## src/rtl/ahb_lite_master.sv

```systemverilog
// AHB-Lite initiator: turns a valid/ready command stream into pipelined SINGLE transfers,
// one response per command. Optional stall watchdog enabled with `define AHB_MASTER_TIMEOUT_EN.
module ahb_lite_master #(
  parameter int TIMEOUT_CYCLES = 256
) (
  input  logic        HCLK,
  input  logic        HRESET,
  input  logic        cmd_valid,
  output logic        cmd_ready,
  input  logic        cmd_write,
  input  logic [31:0] cmd_addr,
  input  logic [2:0]  cmd_size,
  input  logic [31:0] cmd_wdata,
  output logic        rsp_valid,
  output logic [31:0] rsp_rdata,
  output logic        rsp_err,
  output logic [31:0] HADDR,
  output logic [2:0]  HBURST,
  output logic        HMASTLOCK,
  output logic [3:0]  HPROT,
  output logic [2:0]  HSIZE,
  output logic [1:0]  HTRANS,
  output logic        HWRITE,
  output logic [31:0] HWDATA,
  input  logic [31:0] HRDATA,
  input  logic        HREADY,
  input  logic        HRESP,
  output logic        timeout
);

  typedef enum logic [1:0] {
    TRANS_IDLE   = 2'b00,
    TRANS_NONSEQ = 2'b10
  } trans_t;

  // Cancel tracker: WAIT until the errored transfer completes, then REPORT the cancelled one.
  typedef enum logic [1:0] {
    CXL_IDLE,
    CXL_WAIT,
    CXL_REPORT
  } cxl_state_t;

  trans_t      ap_trans;
  logic [31:0] ap_addr;
  logic        ap_write;
  logic [2:0]  ap_size;
  logic [31:0] ap_wdata;

  logic        dp_valid;
  logic        dp_write;
  logic [31:0] dp_wdata;

  cxl_state_t  cxl_state, cxl_next;

  logic bus_accept;
  logic cancel_pending;
  logic cancel_evt;
  logic dp_done;

  assign bus_accept     = (ap_trans == TRANS_IDLE) || HREADY;
  assign cancel_pending = (cxl_state != CXL_IDLE);
  assign dp_done        = dp_valid && HREADY;
  // First ERROR cycle: slave signals HRESP with HREADY low while a new command sits in AP.
  assign cancel_evt     = dp_valid && HRESP && !HREADY && (ap_trans == TRANS_NONSEQ);
  assign cmd_ready      = bus_accept && !cancel_pending && !HRESET;

  assign HADDR     = ap_addr;
  assign HSIZE     = ap_size;
  assign HTRANS    = ap_trans;
  assign HWRITE    = ap_write;
  assign HWDATA    = dp_wdata;
  assign HBURST    = 3'b000;
  assign HMASTLOCK = 1'b0;
  assign HPROT     = 4'b0011;

  // NOTE: sequential state uses non-blocking assignments so every register samples pre-edge values.
  always_ff @(posedge HCLK) begin
    if (HRESET) begin
      ap_trans <= TRANS_IDLE;
      ap_addr  <= '0;
      ap_write <= 1'b0;
      ap_size  <= '0;
      ap_wdata <= '0;
    end else if (cancel_evt) begin
      ap_trans <= TRANS_IDLE;
    end else if (bus_accept && !cancel_pending) begin
      if (cmd_valid) begin
        ap_trans <= TRANS_NONSEQ;
        ap_addr  <= cmd_addr;
        ap_write <= cmd_write;
        ap_size  <= cmd_size;
        ap_wdata <= cmd_wdata;
      end else begin
        ap_trans <= TRANS_IDLE;
      end
    end
  end

  always_ff @(posedge HCLK) begin
    if (HRESET) begin
      dp_valid <= 1'b0;
      dp_write <= 1'b0;
      dp_wdata <= '0;
    end else if (HREADY) begin
      dp_valid <= (ap_trans == TRANS_NONSEQ);
      if (ap_trans == TRANS_NONSEQ) begin
        dp_write <= ap_write;
        dp_wdata <= ap_wdata;
      end
    end
  end

  always_ff @(posedge HCLK) begin
    if (HRESET) cxl_state <= CXL_IDLE;
    else        cxl_state <= cxl_next;
  end

  // NOTE: next state is defaulted first so no path through the case infers a latch.
  always_comb begin
    cxl_next = cxl_state;
    case (cxl_state)
      CXL_IDLE:   if (cancel_evt) cxl_next = CXL_WAIT;
      CXL_WAIT:   if (dp_done)    cxl_next = CXL_REPORT;
      CXL_REPORT: cxl_next = CXL_IDLE;
      default:    cxl_next = CXL_IDLE;
    endcase
  end

  // Completion and cancel report are mutually exclusive: AP is IDLE while a cancel is outstanding.
  always_ff @(posedge HCLK) begin
    if (HRESET) begin
      rsp_valid <= 1'b0;
      rsp_err   <= 1'b0;
      rsp_rdata <= '0;
    end else begin
      rsp_valid <= dp_done || (cxl_state == CXL_REPORT);
      rsp_err   <= dp_done ? HRESP : (cxl_state == CXL_REPORT);
      rsp_rdata <= (dp_done && !dp_write && !HRESP) ? HRDATA : '0;
    end
  end

`ifdef AHB_MASTER_TIMEOUT_EN
  localparam logic [15:0] TIMEOUT_LIM = 16'(TIMEOUT_CYCLES - 1);

  logic [15:0] stall_cnt;
  logic        timeout_q;

  // The flag sets on the stall edge that brings the count to TIMEOUT_CYCLES.
  always_ff @(posedge HCLK) begin
    if (HRESET) begin
      stall_cnt <= '0;
      timeout_q <= 1'b0;
    end else begin
      if (dp_done) begin
        stall_cnt <= '0;
      end else if (dp_valid && !HREADY) begin
        if (stall_cnt != 16'hffff) stall_cnt <= stall_cnt + 16'd1;
        if (stall_cnt >= TIMEOUT_LIM) timeout_q <= 1'b1;
      end
    end
  end

  assign timeout = timeout_q;
`else
  // Watchdog not built: flag tied low; the parameter only has meaning with the feature enabled.
  assign timeout = 1'b0 & (TIMEOUT_CYCLES == 0);
`endif

endmodule

```

## config.mk

```make
export PLATFORM = sky130hd
export DESIGN_NAME = ahb_lite_master
export DESIGN_NICKNAME = d
export VERILOG_FILES = /design/src/rtl/ahb_lite_master.sv
export SDC_FILE = /design/constraint.sdc
export NUM_CORES = 1
export LEC_CHECK = 0
export ABC_AREA = 1
export CAP_MARGIN = 0
export CORE_MARGIN = 3
export CORE_UTILIZATION = 30
export DETAILED_ROUTE_END_ITERATION = 8
export PLACE_DENSITY = 0.59
export SYNTH_ARGS = -nofsm -noshare
export SYNTH_HDL_FRONTEND = slang
export SYNTH_SLANG_ARGS = --single-unit
```

## constraint.sdc

```tcl
create_clock -name HCLK -period 1.44 [get_ports HCLK]
set_clock_uncertainty 0.15 [all_clocks]
set_input_delay 0.144 -clock HCLK [delete_from_list [all_inputs] [get_ports HCLK]]
set_output_delay 0.144 -clock HCLK [all_outputs]
set_load 0.02 [all_outputs]
```

==> impl_metrics.yaml, run 1 <==
die:
  dieArea_um2: 20800
  die_w_um: 144
  coreArea_um2: 18400
  die_y_um: 144
  ios: 219
  rows: 49
  start_util_pct: 31.2
routing:
  drtIter0Drc: 220
  wl_per_cell_um: 12.6
  firstDrtPassIters: 5
  antenna_left: 0
  drc: 0
  vias: 5330
  viasPerCell: 4.15
  wl_um: 16200
sta:
  setup-violations-final: 1
  grt_setup_unrepaired: "true"
  final_hold_viol_count: 0
  setup_slack_ns: -0.0282
  drv_slew: 0
  finalCritPeriodShare_pct: 102
  fin_crit_ns: 1.47
  setup_tns_ns: -0.0282
  hold_slack_ns: 0.0975
  max_freq_ghz: 0.681
setup_path:
  worstSetupPathType: "register to output port"
  arrival_ns: 1.17
  crit_path_end_kind: "output port"
  required_ns: 1.15
  cp-start-kind: "register"
  critPathMaxFanout: 2
synth:
  ys_top_cells_by_count: "inv_1 (240), nand2_1 (146), dfxtp_1 (139), nor2_1 (105), nand4_1 (68)"
  yosysTopAreaCellShare_pct: 48.5
  yosys.cell_types.count: 17
  synth_area_leaders: "dfxtp_1 (49%), inv_1 (16%), nand2_1 (9.6%)"
  syn_inst: 837
  syn_area_um2: 5730
  synth.most_common_cell: "inv_1"
  avgSynthCellArea_um2: 6.85
  ys_warn_count: 0
  synth_seq_cells: 139
  ys_seq_area_share_pct: 48.5
  synth_edf_count: 0
  yosysTopAreaCell: "dfxtp_1"
  async_flop_share_pct: 0
  yosys_most_used_dff: "dfxtp_1"
outcome:
  violations: "setup timing"
  outcome: "complete, but fails checks"
placement:
  dp_hpwl_um: 10800
  gp_congestion: 0.772
  numPortBuffers: 208
grt:
  overflow: 0
  grt_pass1_wl_um: 24900
  grtUsageTotal_pct: 15.0
  antenna_found_initial: 0
  grt_pass1_vias: 4961
  grt_max_degree: 44
cts:
  post-cts-setup-buffers: 0
  cts_buffers: 17
  root_buffer: "clkbuf_16"
  clockBufferDepth: 2
  clk_pin_slew_ns: 0.06
  cts_tree: "built"
  clock_latency_ns: 0.41
  cts_sinks: 139
  htree_num_levels: 4
final_layout:
  finish.utilization_pct: 47.5
  finalNetCount: 1147
  area_delta_synth_final_pct: 52.5
  layout-drive-gt1-share_pct: 7.40
  insertedDiodeCount: 0
job:
  max_cap_violations: 0
power_and_ir_drop:
  total_power_uw: 10200
  power.leakage_uw: 0.00489
  power_density_nw_per_um2: 1170
  vdd_ir_drop_max_mv: 0.822
hold_path:
  hp-class: "input pin to register"
[critical path, cell delays in order (launching register included)]
cell and delay [ns]:
dfxtp_2 0.33, nor2_4 0.14, nand2_2 0.09, nor2_2 0.10
buf_6 0.12
[stage by stage]
stage / std cells / setup WS [ns] / area, um^2
finish: 1283 / -0.0282 / 8740
global route: 1283 / -0.110 / 8740
CTS: 1281 / -0.0316 / 8710
detailed placement: 1250 / -0.400 / 8200
global placement: 1250 / -0.384 / 8200
floorplan: 845 / 0.0345 / 5770
[flip-flops by register name, indices dropped and copies added (netlist names)]
register   cells
HTRANS         1
dp_write       1
dp_valid       1
HSIZE          3
HADDR         32
cxl_state      2
HWDATA        32
rsp_rdata     32
rsp_valid      1
rsp_err        1
ap_wdata      32
HWRITE         1
[metal layers]
layer	vias up	wire length (um)	GRT usage [%]
li1	2842	-	-
met2	156	7190	23.9
met5	-	0	0
met1	2317	7570	19.2
met4	0	216	4.17
met3	15	1210	5.32
[cells in the final DEF (no fill, tap or decap), drive strengths merged]
cell type | Yosys | routed
o21ai | 34 | 34
clkdlybuf4s15 | 0 | 11
nor2 | 106 | 106
clkinvlp | 0 | 1
a21oi | 37 | 37
conb | 2 | 10
clkinv | 0 | 4
bufinv | 0 | 4
clkbuf | 32 | 27
nand2 | 147 | 147
nand3 | 1 | 1
a211oi | 1 | 1
nand4 | 68 | 68
dfxtp | 139 | 139
nor4 | 1 | 1
buf | 29 | 33
dlygate4sd2 | 0 | 86
inv | 240 | 241
clkdlybuf4s50 | 0 | 103
[final cells by class]
cell class / instances / area (um^2)
tap: 229 / 287
inverter: 240 / 902
multi-input combinational: 405 / 1810
sequential: 139 / 2790
fill: 1893 / 9650
timing repair buffer: 239 / 2330
clock buffer: 21 / 460
clock inverter: 10 / 164
[final timing paths]
check,endpoint,startpoint,slack [ns],cells after the start
hold reg to reg,HWDATA[19],ap_wdata[19],0.30,2
setup reg to reg,HADDR[0],cxl_state[0],0.01,7
setup / recovery,cmd_ready,cxl_state[0],-0.03,4
hold / removal,rsp_rdata[18],HRDATA[18],0.1,3
[cells by family (layout without fill, tap and decap cells)]
logic type / Yosys count / count (layout) / share of synthesized area (%)
buffers and inverters: 301 / 510 / 20.6
AO/OA/AOI/OAI: 72 / 72 / 6.33
other: 2 / 10 / 0.131
flip-flops: 139 / 139 / 48.5
AND/OR/NAND/NOR: 323 / 323 / 24.4
[where the power goes]
group | switching, uW | total [uW] | leakage, uW | internal, uW
clock | 1650 | 4640 | 0.000304 | 2990
sequential | 76.3 | 4130 | 0.00114 | 4050
combinational | 778 | 1450 | 0.00345 | 673
[timing repair]
item | CTS | global route
hold buffers | 0 | 0
resized for setup | 116 | 24
setup endpoints to repair | 107 | 62
pin swaps | 1 | 0
gates cloned | 0 | 2
Power figures use the tool's default switching activity.
==> inputs of run 2 (changes only) <==
--- a/config.mk
+++ b/config.mk
@@ -7,10 +7,13 @@
 export LEC_CHECK = 0
 export ABC_AREA = 1
 export CAP_MARGIN = 0
+export CELL_PAD_IN_SITES_DETAIL_PLACEMENT = 1
+export CELL_PAD_IN_SITES_GLOBAL_PLACEMENT = 1
+export CORE_ASPECT_RATIO = 0.7
 export CORE_MARGIN = 3
 export CORE_UTILIZATION = 30
 export DETAILED_ROUTE_END_ITERATION = 8
-export PLACE_DENSITY = 0.59
+export PLACE_DENSITY = 0.79
 export SYNTH_ARGS = -nofsm -noshare
 export SYNTH_HDL_FRONTEND = slang
 export SYNTH_SLANG_ARGS = --single-unit
==> constraint.sdc (replaced) <==
create_clock -name HCLK -period 1.8 [get_ports HCLK]
set_clock_uncertainty 0.15 [all_clocks]
set_input_delay 0.18 -clock HCLK [delete_from_list [all_inputs] [get_ports HCLK]]
set_output_delay 0.18 -clock HCLK [all_outputs]
set_load 0.02 [all_outputs]
==> run 2 against run 1 <==
Effect of this change: the flow now finishes without violations; critical path type unchanged; via count is 4.2% higher; final cell count is 0.31% lower; utilization is 0.55 points higher; largest cell class unchanged; highest routed layer unchanged.
==> impl_metrics.yaml, run 2 (synthesis results as in run 1) <==
routing:
  vias: 5552
  wl_um: 17900
  drtIter0Drc: 216
  wl_per_cell_um: 14.0
  drc: 0
  firstDrtPassIters: 5
  antenna_left: 0
  viasPerCell: 4.34
setup_path:
  worstReg2RegStart: "cxl_state[1]"
  max_stage_delay_ns: 0.62
  path_delay_family: "buffers and inverters"
  critPathMaxFanout: 2
  arrival_ns: 1.42
  crit_chain: "clkdlybuf4s50_1"
  cp-start-kind: "register"
  slowest_stage: "clkdlybuf4s50_1"
  critPathBufInv: 1
  required_ns: 1.47
  crit_path_end_kind: "output port"
  startpoint: "HADDR[0]"
  worstSetupPathType: "register to output port"
placement:
  numPortBuffers: 208
  postPlaceCellArea_um2: 8150
  dp_hpwl_um: 12600
  gp_congestion: 0.731
  dp_cells: 1247
die:
  die_y_um: 122
  rows: 41
  ios: 219
  coreArea_um2: 18400
  dieArea_um2: 20800
  start_util_pct: 31.2
  die_w_um: 171
cts:
  htree_num_levels: 4
  clk_pin_slew_ns: 0.06
  cts_tree: "built"
  clock_latency_ns: 0.42
  root_buffer: "clkbuf_16"
  cts_buffers: 17
  cts_sinks: 139
  clockBufferDepth: 2
  ctsHoldBuffers: 0
sta:
  setup_tns_ns: 0
  hold_slack_ns: 0.128
  grt_setup_unrepaired: "false"
  finalCritPeriodShare_pct: 97.1
  setup-violations-final: 0
  max_freq_ghz: 0.572
  fin_crit_ns: 1.75
  final_hold_viol_count: 0
  drv_slew: 0
grt:
  antenna_found_initial: 0
  grt_pass1_vias: 5628
  grtUsageTotal_pct: 17.4
  grt_max_degree: 49
  overflow: 0
  grt_pass1_wl_um: 28400
power_and_ir_drop:
  vdd_ir_drop_max_mv: 0.638
  total_power_uw: 8590
  power.leakage_uw: 0.00450
  power_density_nw_per_um2: 972
final_layout:
  insertedDiodeCount: 0
  finalNetCount: 1135
  final_area_um2: 8830
  seqCellArea_um2: 2780
  multi_input_area_um2: 1800
  final_cell_mix: "inv_1 (238), clkdlybuf4s50_1 (204), nand2_1 (146)"
  final_common_cell: "inv_1"
  stdcell_count: 1279
  area_delta_synth_final_pct: 54.0
  layout-drive-gt1-share_pct: 5.56
  nFillCells: 2282
outcome:
  outcome: "finished, final reports clean"
hold_path:
  hp-start: "HRDATA[13]"
  hp-class: "input pin to register"
job:
  max_cap_violations: 0
## run 2: per-layer routing
layer	global-route usage, %	wire length [um]	vias to the layer above
met2	28.2	8280	132
li1	-	-	2827
met3	5.19	1040	25
met5	0	0	-
met1	22.0	8260	2568
met4	6.28	336	0
## run 2: layout make-up
cell class	instances	share of cell area (%)
well taps	236	3.34
repair buffers	227	26.8
inverters	240	10.2
flip-flops and latches	139	31.5
clock inverters	13	2.69
clock buffers	19	5.01
multi-input cells	405	20.4
## run 2: stage by stage
step	setup WS (ns)	utilization [%]
6_report	0.0527	48.1
5_1_grt	0.0112	48.1
4_1_cts	0.0200	48.1
3_5_place_dp	0.0377	44.4
3_3_place_gp	0.119	44.4
2_1_floorplan	0.286	-
## run 2: worst paths after layout
path | end | slack [ns] | depth (start not counted)
hold / removal | rsp_rdata[13] | 0.13 | 3
setup / recovery | HADDR[0] | 0.05 | 1
setup reg to reg | ap_wdata[12] | 0.30 | 5
hold reg to reg | HWDATA[9] | 0.30 | 2
## run 2: report_power, final
part	switching (uW)	internal, uW	leakage (uW)
Sequential	74.2	3240	0.00114
Clock	1390	2650	0.000332
Combinational	632	596	0.00303
Total	2100	6490	0.00450
## run 2: timing repair
item,in CTS,in global routing
setup buffers,0,0
resized for setup,1,2
setup endpoints to repair,1,2
